File: src/rtl/mult_sched_pkg.sv
// Shared types and widths for the two-port multiplier scheduler.
package mult_sched_pkg;

  localparam int unsigned NUM_PORTS = 2;
  localparam int unsigned OP_W      = 32;
  localparam int unsigned PROD_W    = 64;
  localparam int unsigned CNT_W     = 4;

  typedef enum logic [1:0] {
    IDLE,
    BUSY,
    DONE
  } state_e;

  typedef struct packed {
    logic [OP_W-1:0] a;
    logic [OP_W-1:0] b;
    logic            sgn;
  } req_t;

  // Unsigned magnitude of an operand; -2^31 maps to 0x8000_0000.
  function automatic logic [OP_W-1:0] magnitude(input logic [OP_W-1:0] x, input logic sgn);
    return (sgn & x[OP_W-1]) ? (~x + OP_W'(1)) : x;
  endfunction

endpackage

File: src/rtl/mult_sched_multiplier.sv
// Shared combinational 32x32 unsigned array multiplier.
module multiplier
  import mult_sched_pkg::*;
(
  input  logic [OP_W-1:0]   in1,
  input  logic [OP_W-1:0]   in2,
  output logic [PROD_W-1:0] out
);

  assign out = {{(PROD_W-OP_W){1'b0}}, in1} * {{(PROD_W-OP_W){1'b0}}, in2};

endmodule

File: src/rtl/mult_sched.sv
// Round-robin scheduler sharing one unsigned multiplier between two ports,
// with sign-magnitude handling and a multicycle operand hold window.
module mult_sched
  import mult_sched_pkg::*;
#(
  parameter int unsigned LATENCY = 2
) (
  input  logic                 clk,
  input  logic                 rst_n,
  input  logic [NUM_PORTS-1:0] req_valid,
  output logic [NUM_PORTS-1:0] req_ready,
  input  logic [OP_W-1:0]      req_a0,
  input  logic [OP_W-1:0]      req_b0,
  input  logic [OP_W-1:0]      req_a1,
  input  logic [OP_W-1:0]      req_b1,
  input  logic [NUM_PORTS-1:0] req_signed,
  input  logic                 flush,
  output logic                 rsp_valid,
  input  logic                 rsp_ready,
  output logic                 rsp_id,
  output logic [PROD_W-1:0]    rsp_product,
  output logic                 busy
);

  state_e             state_q, state_d;
  logic               last_grant_q;
  logic [CNT_W-1:0]   cnt_q;
  logic [OP_W-1:0]    mag_a_q, mag_b_q;
  logic               neg_q;
  logic               id_q;
  logic [PROD_W-1:0]  arr_out;

  logic               grant;
  logic               accept;
  logic               capture;
  req_t               sel;

  // Arbitration: a lone requester wins; on contention the port not granted last wins.
  always_comb begin
    grant     = 1'b0;
    req_ready = '0;
    sel       = '0;
    if (req_valid == 2'b11) begin
      grant = ~last_grant_q;
    end else begin
      grant = req_valid[1];
    end
    sel = grant ? '{a: req_a1, b: req_b1, sgn: req_signed[1]}
                : '{a: req_a0, b: req_b0, sgn: req_signed[0]};
    if (rst_n && (state_q == IDLE) && !flush && (|req_valid)) begin
      req_ready[grant] = 1'b1;
    end
  end

  assign accept = |req_ready;

  always_ff @(posedge clk or negedge rst_n) begin
    if (!rst_n) begin
      state_q <= IDLE;
    end else begin
      state_q <= state_d;
    end
  end

  // Flush wins over the capture in BUSY; in DONE it coincides with the handshake exit.
  always_comb begin
    state_d = state_q;
    capture = 1'b0;
    case (state_q)
      IDLE: begin
        if (accept) state_d = BUSY;
      end
      BUSY: begin
        if (flush) begin
          state_d = IDLE;
        end else if (cnt_q == '0) begin
          state_d = DONE;
          capture = 1'b1;
        end
      end
      DONE: begin
        if (rsp_ready || flush) state_d = IDLE;
      end
      default: state_d = IDLE;
    endcase
  end

  always_ff @(posedge clk or negedge rst_n) begin
    if (!rst_n) begin
      last_grant_q <= 1'b1;
      cnt_q        <= '0;
      mag_a_q      <= '0;
      mag_b_q      <= '0;
      neg_q        <= 1'b0;
      id_q         <= 1'b0;
      rsp_product  <= '0;
      rsp_id       <= 1'b0;
    end else begin
      if (accept) begin
        mag_a_q      <= magnitude(sel.a, sel.sgn);
        mag_b_q      <= magnitude(sel.b, sel.sgn);
        neg_q        <= sel.sgn & (sel.a[OP_W-1] ^ sel.b[OP_W-1]);
        id_q         <= grant;
        last_grant_q <= grant;
        cnt_q        <= CNT_W'(LATENCY - 1);
      end else if ((state_q == BUSY) && (cnt_q != '0)) begin
        cnt_q <= cnt_q - CNT_W'(1);
      end
      if (capture) begin
        rsp_product <= neg_q ? (~arr_out + PROD_W'(1)) : arr_out;
        rsp_id      <= id_q;
      end
    end
  end

  // Array inputs come straight from registers held from acceptance to capture.
  multiplier u_multiplier (
    .in1 (mag_a_q),
    .in2 (mag_b_q),
    .out (arr_out)
  );

  assign rsp_valid = (state_q == DONE);
  assign busy      = (state_q != IDLE);

endmodule

File: config.mk
export PLATFORM = sky130hd
export DESIGN_NAME = mult_sched
export DESIGN_NICKNAME = d
export VERILOG_FILES = /design/src/rtl/mult_sched_pkg.sv /design/src/rtl/mult_sched_multiplier.sv /design/src/rtl/mult_sched.sv
export SDC_FILE = /design/constraint.sdc
export NUM_CORES = 2
export LEC_CHECK = 0
export ABC_CLOCK_PERIOD_IN_PS = 24500
export CAP_MARGIN = 10
export CORE_MARGIN = 10
export CORE_UTILIZATION = 39
export DETAILED_ROUTE_END_ITERATION = 8
export PLACE_DENSITY_LB_ADDON = 0.25
export SLEW_MARGIN = 20
export SYNTH_ARGS = -nofsm -noshare
export SYNTH_HDL_FRONTEND = slang
export SYNTH_HIERARCHICAL = 1
export SYNTH_SLANG_ARGS = --single-unit
File: constraint.sdc
create_clock -name clk -period 24.5 [get_ports clk]
set_input_delay 4.9 -clock clk [delete_from_list [all_inputs] [get_ports clk]]
set_output_delay 4.9 -clock clk [all_outputs]
set_load 0.005 [all_outputs]
# ---- After elaboration in Yosys (flattened, before gate mapping)
# Index checks and enable logic that the tools add are counted.
dict set report classes {
  reduce_logical 15
  add_sub_neg 4
  shift 0
  magnitude_cmp 2
  n_div 0
  bitwise 8
  eq_ne 6
  muxes 18
  n_mul 1
}
# operator n
set op_table {}
lappend op_table {{65-bit two-way mux} 1}
lappend op_table {{32-bit by 1-bit adder with 32-bit output (second input constant)} 2}
lappend op_table {{64-bit by 1-bit adder with 64-bit output (second input constant)} 1}
lappend op_table {{32-bit by 32-bit multiplier with 64-bit output} 1}
lappend op_table {{32-bit two-way mux} 2}
lappend op_table {{64-bit two-way mux} 1}
lappend op_table {{32-bit NOT} 2}
lappend op_table {{64-bit NOT} 1}
lappend op_table {{2-bit two-way mux} 5}
lappend op_table {{4-bit two-way mux} 2}
lappend op_table {{2-bit one-hot mux with 3 select lines} 1}
lappend op_table {{1-bit logical AND} 5}
lappend op_table {{1-bit two-way mux} 5}
lappend op_table {{2-bit equality test (second input constant)} 2}
lappend op_table {{4-bit zero test} 1}
lappend op_table {{2-bit nonzero test} 2}
lappend op_table {{4-bit nonzero test} 1}
lappend op_table {{2-bit OR reduction} 2}
lappend op_table {{4-bit by 1-bit subtractor with 4-bit output (second input constant)} 1}
lappend op_table {{1-bit bitwise AND} 3}
lappend op_table {{3-bit inequality test (second input constant)} 1}
lappend op_table {{3-bit AND reduction} 1}
lappend op_table {{2-bit by 1-bit equality test with 1-bit output (second input constant)} 1}
lappend op_table {{2-bit zero test} 1}
lappend op_table {{9 further kinds} 9}
dict set report totals {
  in_bits 136
  elab_cells 63
  mem_bits_ro 0
  ram_bits 0
  latchBits 0
  mem_count 0
  regBits 138
}

# ---- Longest topological paths before layout
dict set report depth {
  depth_word 10
  depth_mapped 35
}

# ---- By module
# Netlist, hierarchy kept.
# module area_per_inst_um2 cells_per_inst n_inst seq_area_each_um2
set by_module_without_submodules {}
lappend by_module_without_submodules {multiplier 33254.4 3678 1 0.0}
lappend by_module_without_submodules {mult_sched 9412.8 1123 1 3454.6}

# ---- Worst setup path before layout
# Ideal clock, no wire load.
dict set report synth_path {
  path_type {input -> output}
  from {in req_valid[1]}
  to {out req_ready[1]}
  n_path_buf 3
  stages 5
  arrival_time_ns 6.189
  slack_ns 13.411
  cell_sequence {a21bo_2 -> clkbuf_1 -> buf_1 -> clkbuf_1 -> nor2_1}
}
dict set report synth_between {
  elab_chain_len 7
  elab_cells_between_ends 10
  cone_classes {order compare: 2; eq/ne: 1; mux: 4; reduce/logical: 3}
}
# item line
set synth_rtl {}
lappend synth_rtl {{start, declared} mult_sched.sv:10} ;# input logic [NUM_PORTS-1:0] req_valid,
lappend synth_rtl {{2-bit equality test} mult_sched.sv:43} ;# if (req_valid == 2'b11) begin
lappend synth_rtl {{1-bit two-way mux} mult_sched.sv:43}
lappend synth_rtl {{1-bit by 2-bit < comparator with 1-bit output (implied by the code) / 1-bit >= comparator (equally long branches)} mult_sched.sv:51} ;# req_ready[grant] = 1'b1;
lappend synth_rtl {{1-bit logical AND (implied by the code)} mult_sched.sv:51}
lappend synth_rtl {{1-bit two-way mux (implied by the code)} mult_sched.sv:51}
lappend synth_rtl {{1-bit demux with 1-bit select} mult_sched.sv:51}
lappend synth_rtl {{2-bit two-way mux *} mult_sched.sv:50} ;# if (rst_n && (state_q == IDLE) && !flush && (|req_valid)) begin
lappend synth_rtl {{end, declared} mult_sched.sv:11} ;# output logic [NUM_PORTS-1:0] req_ready,
# Every way passes the cells marked *; elsewhere a longest branch is shown, timed or not.

# ---- Final worst setup path
dict set report layout_path {
  from {in rst_n}
  to {out req_ready[0]}
}
dict set report layout_between {
  elab_chain_len 4
}
# item line
set layout_rtl {}
lappend layout_rtl {{start, declared} mult_sched.sv:9} ;# input logic rst_n,
lappend layout_rtl {{1-bit logical AND (3 in a row)} mult_sched.sv:50}
lappend layout_rtl {{2-bit two-way mux} mult_sched.sv:50}
# No other way between the ends.

==> results.md <==
- Entering global routing, the biggest net connects 116 pins.
- The synthesized area per cell is between 8 and 9 um^2.
- The number of nets handed over by synthesis was between 6000 and 7000.
- The critical path in this run is classified as primary input to output port.
- The count of synthesis-stage warnings from yosys is 6.
- The insertion delay to the later sink of the worst-skew pair is 480 ps.
- The flow ran to the end, and the final reports show no timing, DRC or antenna violations.
- The main combinational cell family by area after synthesis is adder cells.
- The residual antenna-violating net count after detailed routing is 0.
- The count of final hold-check violations came to 0.
- The width of the die is 351 um.
- After layout, the minimum clock period comes to 11830 ps.
- The endpoint kind of the worst setup timing path is an output port.
- The worst hold path belongs to the class flip-flop to flip-flop.
- The library cells used most frequently in the layout, excluding fill and tap cells, are sky130_fd_sc_hd__fa_1 (896), sky130_fd_sc_hd__inv_1 (868), sky130_fd_sc_hd__nand2_1 (648).
- The clock tree buffer depth is 2.
- The clock arrives with 25.5 ps of skew.
- TritonCTS built the clock tree.
- The synthesized-area fraction occupied by ao, oa, aoi and oai cells is 7.20%.
- The number of antenna diodes is 0.
- In this run, the number of DRC markers left after iteration 0 of detailed routing was 1898.
- The synthesized netlist occupies a cell area of roughly 43000 um^2.
- The max-slew violation count is 0.
- The initial standard-cell utilization of the core is 39.3%.
- Summed over all failing endpoints, the final setup total negative slack is 0 ps.
- The share of synthesized registers carrying an async set or reset is 100%.
- The arrival time reported for the critical path endpoint is 6930 ps.
- The netlist uses 81 different library cells.
- The residual overflow from global routing is 0.
- The number of vias after detailed routing is 32515.
- The tree is rooted in a sky130_fd_sc_hd__clkbuf_16.
- Of all nets on the critical path, the largest fanout is 74.
- Global routing used 20.6% of the available tracks.
- The number of instances in the synthesized netlist is 4801.
- In this run the tightest slew margin relative to its limit is between 30 and 40%.
- The number of remaining DRC errors is 0.
- The number of top-level design ports is approximately 210.
- The sequential area share after synthesis is 8.10%.
- Multiplexer cells account for under 10% of the synthesized area.
- The number of clock buffers added by TritonCTS is 17.
- Compared with the post-synthesis result, the final layout area differs by 9.09%.
- The number of nets in the layout is 6104.
- The synthesized-area fraction occupied by and/or/nand/nor cells is 19.1%.
- Based on the critical path, the design can be clocked at up to 84.5 MHz.
- Of the total synthesized cell area, the portion taken by XOR and XNOR cells is 3.82%.
- After clock tree synthesis, the setup repair step added 0 buffers.
- The most common cell after layout, fill and taps aside is sky130_fd_sc_hd__fa_1.
- Of the cells placed in the final design, the portion with a size suffix greater than 1 is roughly 3.1%.
- The clock slew at the register clock pins of the worst setup and hold paths is roughly 60 ps.
- The number of instances resized during post-cts repair is 0.
- Setup violations remaining at the end of the flow were counted as 0.
- The post-route cell area is 46500 um^2.
- The final layout contains routed wiring with a total length of 124 mm.
- The number of global-route vias before repair is about 35000.
- The height of the die is between 300 and 400 um.
- The first global-routing pass estimated 199 mm of wire.
- The floorplan step defined a die boundary enclosing 123000 um^2.
- The number of port buffers is just over 200.
- At the pin with the least slew margin, the transition time is slightly below 1000 ps.
- The wire-length estimate of the detail-placed layout is roughly 96 mm.
- After floorplanning, the core was divided into 121 placement rows.
- The number of H-tree branching levels is 4.
- STA classifies the critical path startpoint as a primary input.
- The average detailed-routed wire length per instance is 19.9 um.
- The most used flip-flop cell after synthesis is sky130_fd_sc_hd__dfrtp_1.
- The tree built by TritonCTS fans out to 138 sinks.
- Routability-driven placement finished with a final weighted congestion of 0.888.
- The first detailed-routing pass took 5 iterations.
- In this run, synthesis inferred 0 flip-flops with an integrated enable.
- The standard cell core area is 109000 um^2.
- Setup repair after global routing left no endpoint under its margin.
- In this run, synthesis produced a sequential element count of 138.
- The post-route fraction of the period consumed by the critical path is 48.3%.
- The number of hold buffers added after CTS was 0.
- The number of max-cap violations is 0.
- The cell area after placement is ~46000 um^2.
- After Yosys synthesis, full adders, half adders and majority gates account for between 40% and 50% of the synthesized area.
- The routed via count divided by cell count is 5.22.
- The number of antenna violations at the first check in global routing was 4.
- The critical path required time is 19600 ps.
[cells by family after synthesis]
group                    Yosys count
AND/OR/NAND/NOR                 1596
multiplexers                      73
buffers and inverters           1153
AO/OA/AOI/OAI                    491
flip-flops                       138
XOR/XNOR                         186
adder cells (fa/ha/maj)         1164
[area by class of cell]
class                           count  area [um^2]
Timing Repair Buffer              269         2530
Fill cell                       10885        62200
Clock buffer                       17          425
Tap cell                         1414         1770
Clock inverter                     15          179
Sequential cell                   138         3470
Multi-Input combinational cell   3510        34900
Inverter                          868         3260
[metal layers]
| metal | vias to the layer above | wire length, um | part of all wire (%) | GRT usage, % |
|---|---|---|---|---|
| li1 | 14681 | - | - | - |
| met1 | 16776 | 54300 | 44 | 27.7 |
| met5 | - | 0 | 0 | 0 |
| met2 | 888 | 59000 | 48 | 34.1 |
| met4 | 0 | 3710 | 3.0 | 6.12 |
| met3 | 170 | 6730 | 5.4 | 3.08 |
[synthesized netlist by cell type (all sizes together), types with 46 or more instances]
master	instances	area, um^2
fa	896	17900
inv	868	3260
nand2	648	2430
and2	601	3760
ha	268	3350
clkbuf	265	996
o21ai	191	956
dfrtp	137	3430
xor2	130	1140
a21oi	100	500
nor2	96	360
mux2i	68	681
xnor2	56	490
nor3	46	235
[worst max-delay path, cell delays in order]
cell	delay [ps]
sky130_fd_sc_hd__buf_6	490
sky130_fd_sc_hd__nor3b_1	480
sky130_fd_sc_hd__o21ai_4	270
sky130_fd_sc_hd__nor2_1	220
sky130_fd_sc_hd__clkdlybuf4s50_1	550
[worst paths after layout]
| kind | startpoint | end | slack (ps) | cells past startpoint |
|---|---|---|---|---|
| min reg2reg | mag_a_q[28] | mag_a_q[28] | 480 | 2 |
| max reg2reg | mag_b_q[5] | rsp_product[59] | 14090 | 29 |
| min | mag_a_q[28] | mag_a_q[28] | 480 | 2 |
| max | rst_n | req_ready[0] | 12670 | 5 |
| max in group asynchronous | rst_n | rsp_product[13] | 18790 | 2 |
| min in group asynchronous | rst_n | state_q[0] | 4410 | 1 |
[flip-flops by register name (all words and copies together) (netlist names)]
register      count
rsp_product      64
mag_a_q          32
mag_b_q          32
cnt_q             4
state_q           2
id_q              1
last_grant_q      1
neg_q             1
rsp_id            1
[through the flow]
step	hold slack (ps)	utilization, %	setup WS, ps	cells
5_1_grt	497	42.8	12360	6231
4_1_cts	485	42.8	12570	6231
3_5_place_dp	469	42.3	12570	6199
6_report	478	42.8	12670	6231
3_3_place_gp	461	42.3	12580	6199
2_1_floorplan	439	-	13410	4801
Power is not shown: default switching activity piles up to over one toggle a cycle in this logic, so the estimate is an artifact.
